$ cat src/rtl/mcp3_sched016.sv
// mcp3_sched016: round-robin issue scheduler for 16 requesters.
// Each requester holds up to two pending requests. One winner is presented at a time and
// held until the downstream accepts it. Accepting re-arbitrates in the same cycle, so the
// scheduler can issue once per cycle.
// Optional feature: define MCP3_SCHED016_CREDIT_EN to gate grants on downstream credits.
// Without it, the credit gate always passes and credit_count / err_overflow[1] read 0.
module mcp3_sched016 #(
    parameter int unsigned CREDIT_INIT = 8
) (
    input  logic        clock,
    input  logic        reset_n,
    input  logic        enable,
    input  logic [15:0] req_set,
    input  logic        issue_ready,
    input  logic        credit_return,
    output logic        issue_valid,
    output logic [3:0]  issue_id,
    output logic [15:0] req_full,
    output logic [6:0]  credit_count,
    output logic [1:0]  err_overflow
);

    typedef enum logic {StIdle = 1'b0, StGrant = 1'b1} state_e;

    state_e      state_q, state_d;
    logic [1:0]  count_q [16];
    logic [3:0]  last_winner_q;
    logic [3:0]  issue_id_q, issue_id_d;
    logic        armed_q;
    logic        req_ovf_q;

    logic [15:0] req_eff;
    logic        ret_eff;
    logic        accept;
    logic [15:0] acc_vec;
    logic [15:0] pend_mask;
    logic [15:0] post_mask;
    logic        credit_ok;
    logic        credit_ok_post;
    logic        idle_found, post_found;
    logic [3:0]  idle_idx, post_idx;

    // First set bit of mask searching upward from base+1, wrapping; MSB flags a hit.
    function automatic logic [4:0] rr_pick(input logic [15:0] mask, input logic [3:0] base);
        logic [4:0] res;
        logic [3:0] idx;
        res = 5'd0;
        for (int k = 1; k <= 16; k++) begin
            idx = base + 4'(k);
            if (mask[idx] && !res[4]) begin
                res = {1'b1, idx};
            end
        end
        return res;
    endfunction

    // The first edge after reset release must not record requests or credit returns.
    assign req_eff = armed_q ? req_set : 16'd0;
    assign ret_eff = armed_q & credit_return;

    assign accept  = (state_q == StGrant) & issue_ready;
    assign acc_vec = accept ? (16'd1 << issue_id_q) : 16'd0;

    // Pending masks before and after the current acceptance, plus the full flags.
    always_comb begin
        for (int i = 0; i < 16; i++) begin
            pend_mask[i] = (count_q[i] != 2'd0);
            post_mask[i] = (count_q[i] != 2'd0) && !(acc_vec[i] && (count_q[i] == 2'd1));
            req_full[i]  = (count_q[i] == 2'd2);
        end
    end

    assign {idle_found, idle_idx} = rr_pick(pend_mask, last_winner_q);
    // After acceptance the accepted id becomes last_winner, so search from it.
    assign {post_found, post_idx} = rr_pick(post_mask, issue_id_q);

`ifdef MCP3_SCHED016_CREDIT_EN
    logic [6:0] credit_q;
    logic       cred_ovf_q;

    assign credit_ok      = (credit_q != 7'd0);
    assign credit_ok_post = (credit_q > {6'd0, accept});

    // Credit counter: return adds, acceptance consumes, simultaneous pair cancels.
    always_ff @(posedge clock or negedge reset_n) begin
        if (!reset_n) begin
            credit_q   <= 7'(CREDIT_INIT);
            cred_ovf_q <= 1'b0;
        end else if (ret_eff && !accept) begin
            if (credit_q == 7'd64) begin
                cred_ovf_q <= 1'b1;
            end else begin
                credit_q <= credit_q + 7'd1;
            end
        end else if (accept && !ret_eff) begin
            credit_q <= credit_q - 7'd1;
        end
    end

    assign credit_count    = credit_q;
    assign err_overflow[1] = cred_ovf_q;
`else
    logic unused_credit;

    assign unused_credit   = ret_eff;
    assign credit_ok       = 1'b1;
    assign credit_ok_post  = 1'b1;
    assign credit_count    = 7'd0;
    assign err_overflow[1] = 1'b0;
`endif

    assign err_overflow[0] = req_ovf_q;

    // Per-requester saturating pending counts and the sticky request-overflow flag.
    always_ff @(posedge clock or negedge reset_n) begin
        if (!reset_n) begin
            for (int i = 0; i < 16; i++) begin
                count_q[i] <= 2'd0;
            end
            req_ovf_q <= 1'b0;
        end else begin
            for (int i = 0; i < 16; i++) begin
                if (req_eff[i] && !acc_vec[i]) begin
                    if (count_q[i] == 2'd2) begin
                        req_ovf_q <= 1'b1;
                    end else begin
                        count_q[i] <= count_q[i] + 2'd1;
                    end
                end else if (acc_vec[i] && !req_eff[i]) begin
                    count_q[i] <= count_q[i] - 2'd1;
                end
            end
        end
    end

    // State register with the presented id, arbitration pointer and post-reset arm flag.
    always_ff @(posedge clock or negedge reset_n) begin
        if (!reset_n) begin
            state_q       <= StIdle;
            issue_id_q    <= 4'd0;
            last_winner_q <= 4'd15;
            armed_q       <= 1'b0;
        end else begin
            state_q    <= state_d;
            issue_id_q <= issue_id_d;
            armed_q    <= 1'b1;
            if (accept) begin
                last_winner_q <= issue_id_q;
            end
        end
    end

    // Next-state: grant from idle, or re-arbitrate on acceptance while enabled.
    always_comb begin
        state_d    = state_q;
        issue_id_d = issue_id_q;
        unique case (state_q)
            StIdle: begin
                if (enable && idle_found && credit_ok) begin
                    state_d    = StGrant;
                    issue_id_d = idle_idx;
                end
            end
            StGrant: begin
                if (accept) begin
                    if (enable && post_found && credit_ok_post) begin
                        issue_id_d = post_idx;
                    end else begin
                        state_d = StIdle;
                    end
                end
            end
        endcase
    end

    // Outputs come straight from flops.
    always_comb begin
        issue_valid = (state_q == StGrant);
        issue_id    = issue_id_q;
    end

endmodule

$ cat config.mk
export PLATFORM = sky130hd
export DESIGN_NAME = mcp3_sched016
export DESIGN_NICKNAME = d
export VERILOG_FILES = /design/src/rtl/mcp3_sched016.sv
export SDC_FILE = /design/constraint.sdc
export NUM_CORES = 1
export LEC_CHECK = 0
export BUFFER_PORTS_ARGS = -buffer_cell sky130_fd_sc_hd__buf_2
export CAP_MARGIN = 20
export CORE_MARGIN = 2
export CORE_UTILIZATION = 50
export DETAILED_ROUTE_END_ITERATION = 10
export PLACE_DENSITY = 0.79
export SYNTH_ARGS = -nofsm -noshare
export SYNTH_HDL_FRONTEND = slang
export SYNTH_SLANG_ARGS = --single-unit
$ cat constraint.sdc
create_clock -name clock -period 8.1 [get_ports clock]
set_input_delay 0 -clock clock [delete_from_list [all_inputs] [get_ports clock]]
set_output_delay 0 -clock clock [all_outputs]
set_load 0.02 [all_outputs]
==> results.txt <==
Post-synth ARST share -> 1.00
Core Util, Final -> 0.542
# fillers -> 1322
Die X -> 126 um
Routed Wire Length -> 21000 um
final period demand of the worst path -> 5.35 ns
CTS H-tree depth -> 2
area delta synth->final -> 5.84%
critical path launch point type -> flop
worst r2r src -> issue_id[1]
Fin. Hold Viols -> 0
clk buf depth -> 2
Vias/cell -> 6.60
critical path required time -> 8.28 ns
syn_area_per_cell -> 8.42 um2
Inserted Clock Buffers -> 5
clk_skew -> 0.00966 ns
multi-input logic area -> 5920 um2
endpoints failing setup -> 0
Core Area -> 14600 um2
clk_lat worst skew -> 0.30 ns
Fin Setup TNS -> 0 ns
first-pass GRT wire length -> 34700 um
EDFF count, synth -> 0
Rel. slew slack -> 0.428
synthesized area -> 7470 um2
prevailing post-synth register cell -> dfrtp_1
Max Clk Rate -> 187 MHz
crit path max fanout -> 14
sequential share of the synthesized area -> 0.145
Max Slew Vio Count -> 0
RSZ-0062 raised after global routing -> false
Post-Synthesis Cells -> 888
CP endpoint kind -> flop
synth warn -> 0
number of global-route vias before repair -> 6756
Register Area -> 1080 um2
Clock Pin Slew Worst Setup and Hold Paths -> 0.07 ns
CTS root buffer -> clkbuf_16
Final HPWL DP -> 15800 um
CP Class -> flop to flop
gr usage total -> 0.265
FP Rows -> 44
die area -> 15900 um2
CTS tree -> done
# DRC -> 0
Hold WC Path Type -> input pin to flop
Routability Congestion -> 0.972
First-pass DRT Iterations -> 6
detailed-route via count -> 7182
DRT iter0 DRCs -> 767
Initial Util -> 0.512
layout cells sized above 1 -> 0.146
initial antenna violation count -> 0
Netlist cell types -> 87
largest net degree at the start of global routing -> 44
input/output buffers -> 41
routed len/inst -> 19.3 um
Die Span Y -> 126 um
r2r setup slk -> 2.75 ns
antenna-violating nets left -> 0
Clock Sinks -> 43
final net count -> 992
status -> complete, no violations
reg2reg path depth -> 14
Worst Setup SP -> issue_id[1]
Seq cells post-synth -> 43
crit share post-route -> 0.661
worst-margin pin slew -> 0.850 ns
Crit Reg-Reg Endpoint -> issue_id[0]
CP Capture Point -> issue_id[0]
antenna cells -> 0
maxcap violations -> 0
I/O pin cnt -> 51
CP arrival -> 5.53 ns
grt ovf -> 0
-- cell type report --
type,count,area share
timing repair buffer,51,0.0408
tap,184,0.0291
clock buffer,5,0.0158
multi-input combinational,754,0.748
clock inverter,3,0.00601
inverter,49,0.0232
sequential,43,0.137
-- critical path, stage by stage (launching register included) --
cell	delay (ns)
dfrtp_1	0.75
clkinv_1	0.63
ha_1	0.43
xnor2_1	0.54
buf_4	0.28
or2_2	0.12
a221oi_1	0.04
nor4_1	0.72
mux2_2	0.35
nor3_1	0.09
nand3_1	0.30
o21a_1	0.21
nor4b_1	0.32
o32ai_1	0.12
mux2_1	0.29
-- Yosys cell counts (5+ instances only) --
library cell   n  area share
a21oi_1       54       0.036
a221oi_1       6      0.0070
a22oi_1       12       0.012
a311oi_1      10       0.012
a31oi_1       16       0.013
a41oi_1        6      0.0070
and2_1         5      0.0042
and3_1         9      0.0075
buf_2         12      0.0080
buf_4         20       0.020
clkbuf_1      11      0.0055
dfrtp_1       39        0.13
ha_1          67        0.11
inv_1         47       0.024
mux2_2        15       0.023
mux2i_1       40       0.054
mux2i_2        6       0.011
mux4_1        15       0.053
mux4_2        24       0.072
nand2_1       97       0.049
nand2b_1      13       0.011
nand3_1       20       0.013
nand4_1       11      0.0092
nor2_1        72       0.036
nor2b_1        7      0.0059
nor3_1        33       0.022
o211ai_1      17       0.017
o21ai_0       55       0.037
o22ai_1        8      0.0067
o31ai_1        7      0.0070
or2_2          5      0.0042
or3_1          5      0.0042
xnor2_1       22       0.026
xor2_1         7      0.0082
-- cells in the final DEF (no fill, tap or decap), drive strengths merged, types with 8 or more instances in the layout --
| cell | synthesis | routed |
|---|---|---|
| o22ai | 8 | 8 |
| nor2 | 73 | 73 |
| ha | 67 | 67 |
| conb | 2 | 9 |
| a21oi | 56 | 56 |
| nand2 | 97 | 97 |
| inv | 48 | 49 |
| o21ai | 57 | 57 |
| xor2 | 10 | 10 |
| buf | 37 | 47 |
| a311oi | 10 | 10 |
| dfrtp | 39 | 39 |
| o211ai | 17 | 17 |
| mux2i | 48 | 48 |
| mux2 | 18 | 18 |
| a31oi | 16 | 16 |
| a22oi | 12 | 12 |
| nand3 | 21 | 21 |
| nand2b | 13 | 13 |
| nor3 | 36 | 36 |
| xnor2 | 24 | 24 |
| mux4 | 39 | 39 |
| nand4 | 11 | 11 |
| and3 | 9 | 9 |
-- stage by stage --
stage	cells	hold WS, ns	setup WS [ns]	area [um2]
6_report	1089	0.0455	2.75	7910
5_1_grt	1089	0.0729	2.40	7910
4_1_cts	1086	0.0397	2.63	7860
3_5_place_dp	1074	0.252	2.67	7640
3_3_place_gp	1074	0.238	2.71	7640
2_1_floorplan	895	-0.296	3.73	7500
-- routing by layer --
layer | vias to the layer above | track usage | part of all wire
met5 | - | 0 | 0
met4 | 0 | 0.0866 | 0.033
met3 | 78 | 0.0408 | 0.077
met2 | 368 | 0.440 | 0.47
met1 | 3361 | 0.354 | 0.42
li1 | 3375 | - | -
-- state kept, by name (all words and copies together) (netlist names) --
signal	cells
armed_q	1
count_q	32
issue_id	4
issue_valid	1
last_winner_q	4
req_ovf_q	1
-- timing repair --
action                    4_1_cts  5_1_grt
buffers inserted                0        0
hold endpoints to repair       41        0
resized for setup               0        0
hold buffers                    4        0
-- how the worst min path moves through the flow --
stage	startpoint	end	slack [ns]	depth (start not counted)
global placement	reset_n	count_q[17]	0.24	1
finish	req_set[6]	count_q[19]	0.05	4
floorplan	reset_n	armed_q	-0.30	0
CTS	req_set[6]	count_q[19]	0.04	4
global route	req_set[6]	count_q[19]	0.07	3
detailed placement	reset_n	count_q[17]	0.25	1
-- kinds of logic (layout without fill, tap and decap cells) --
kind of cell,Yosys count,in the layout,synth area share
and+or+nand+nor,307,307,0.201
buffers and inverters,98,108,0.0668
muxes,105,105,0.224
xor gates and xnor gates,34,34,0.0464
other,2,9,0.00100
adders and majority gates,67,67,0.112
DFF,43,43,0.145
AOI/OAI and AO/OA,232,232,0.204
Power is not shown: default switching activity piles up to over one toggle a cycle in this logic, so the estimate is an artifact.
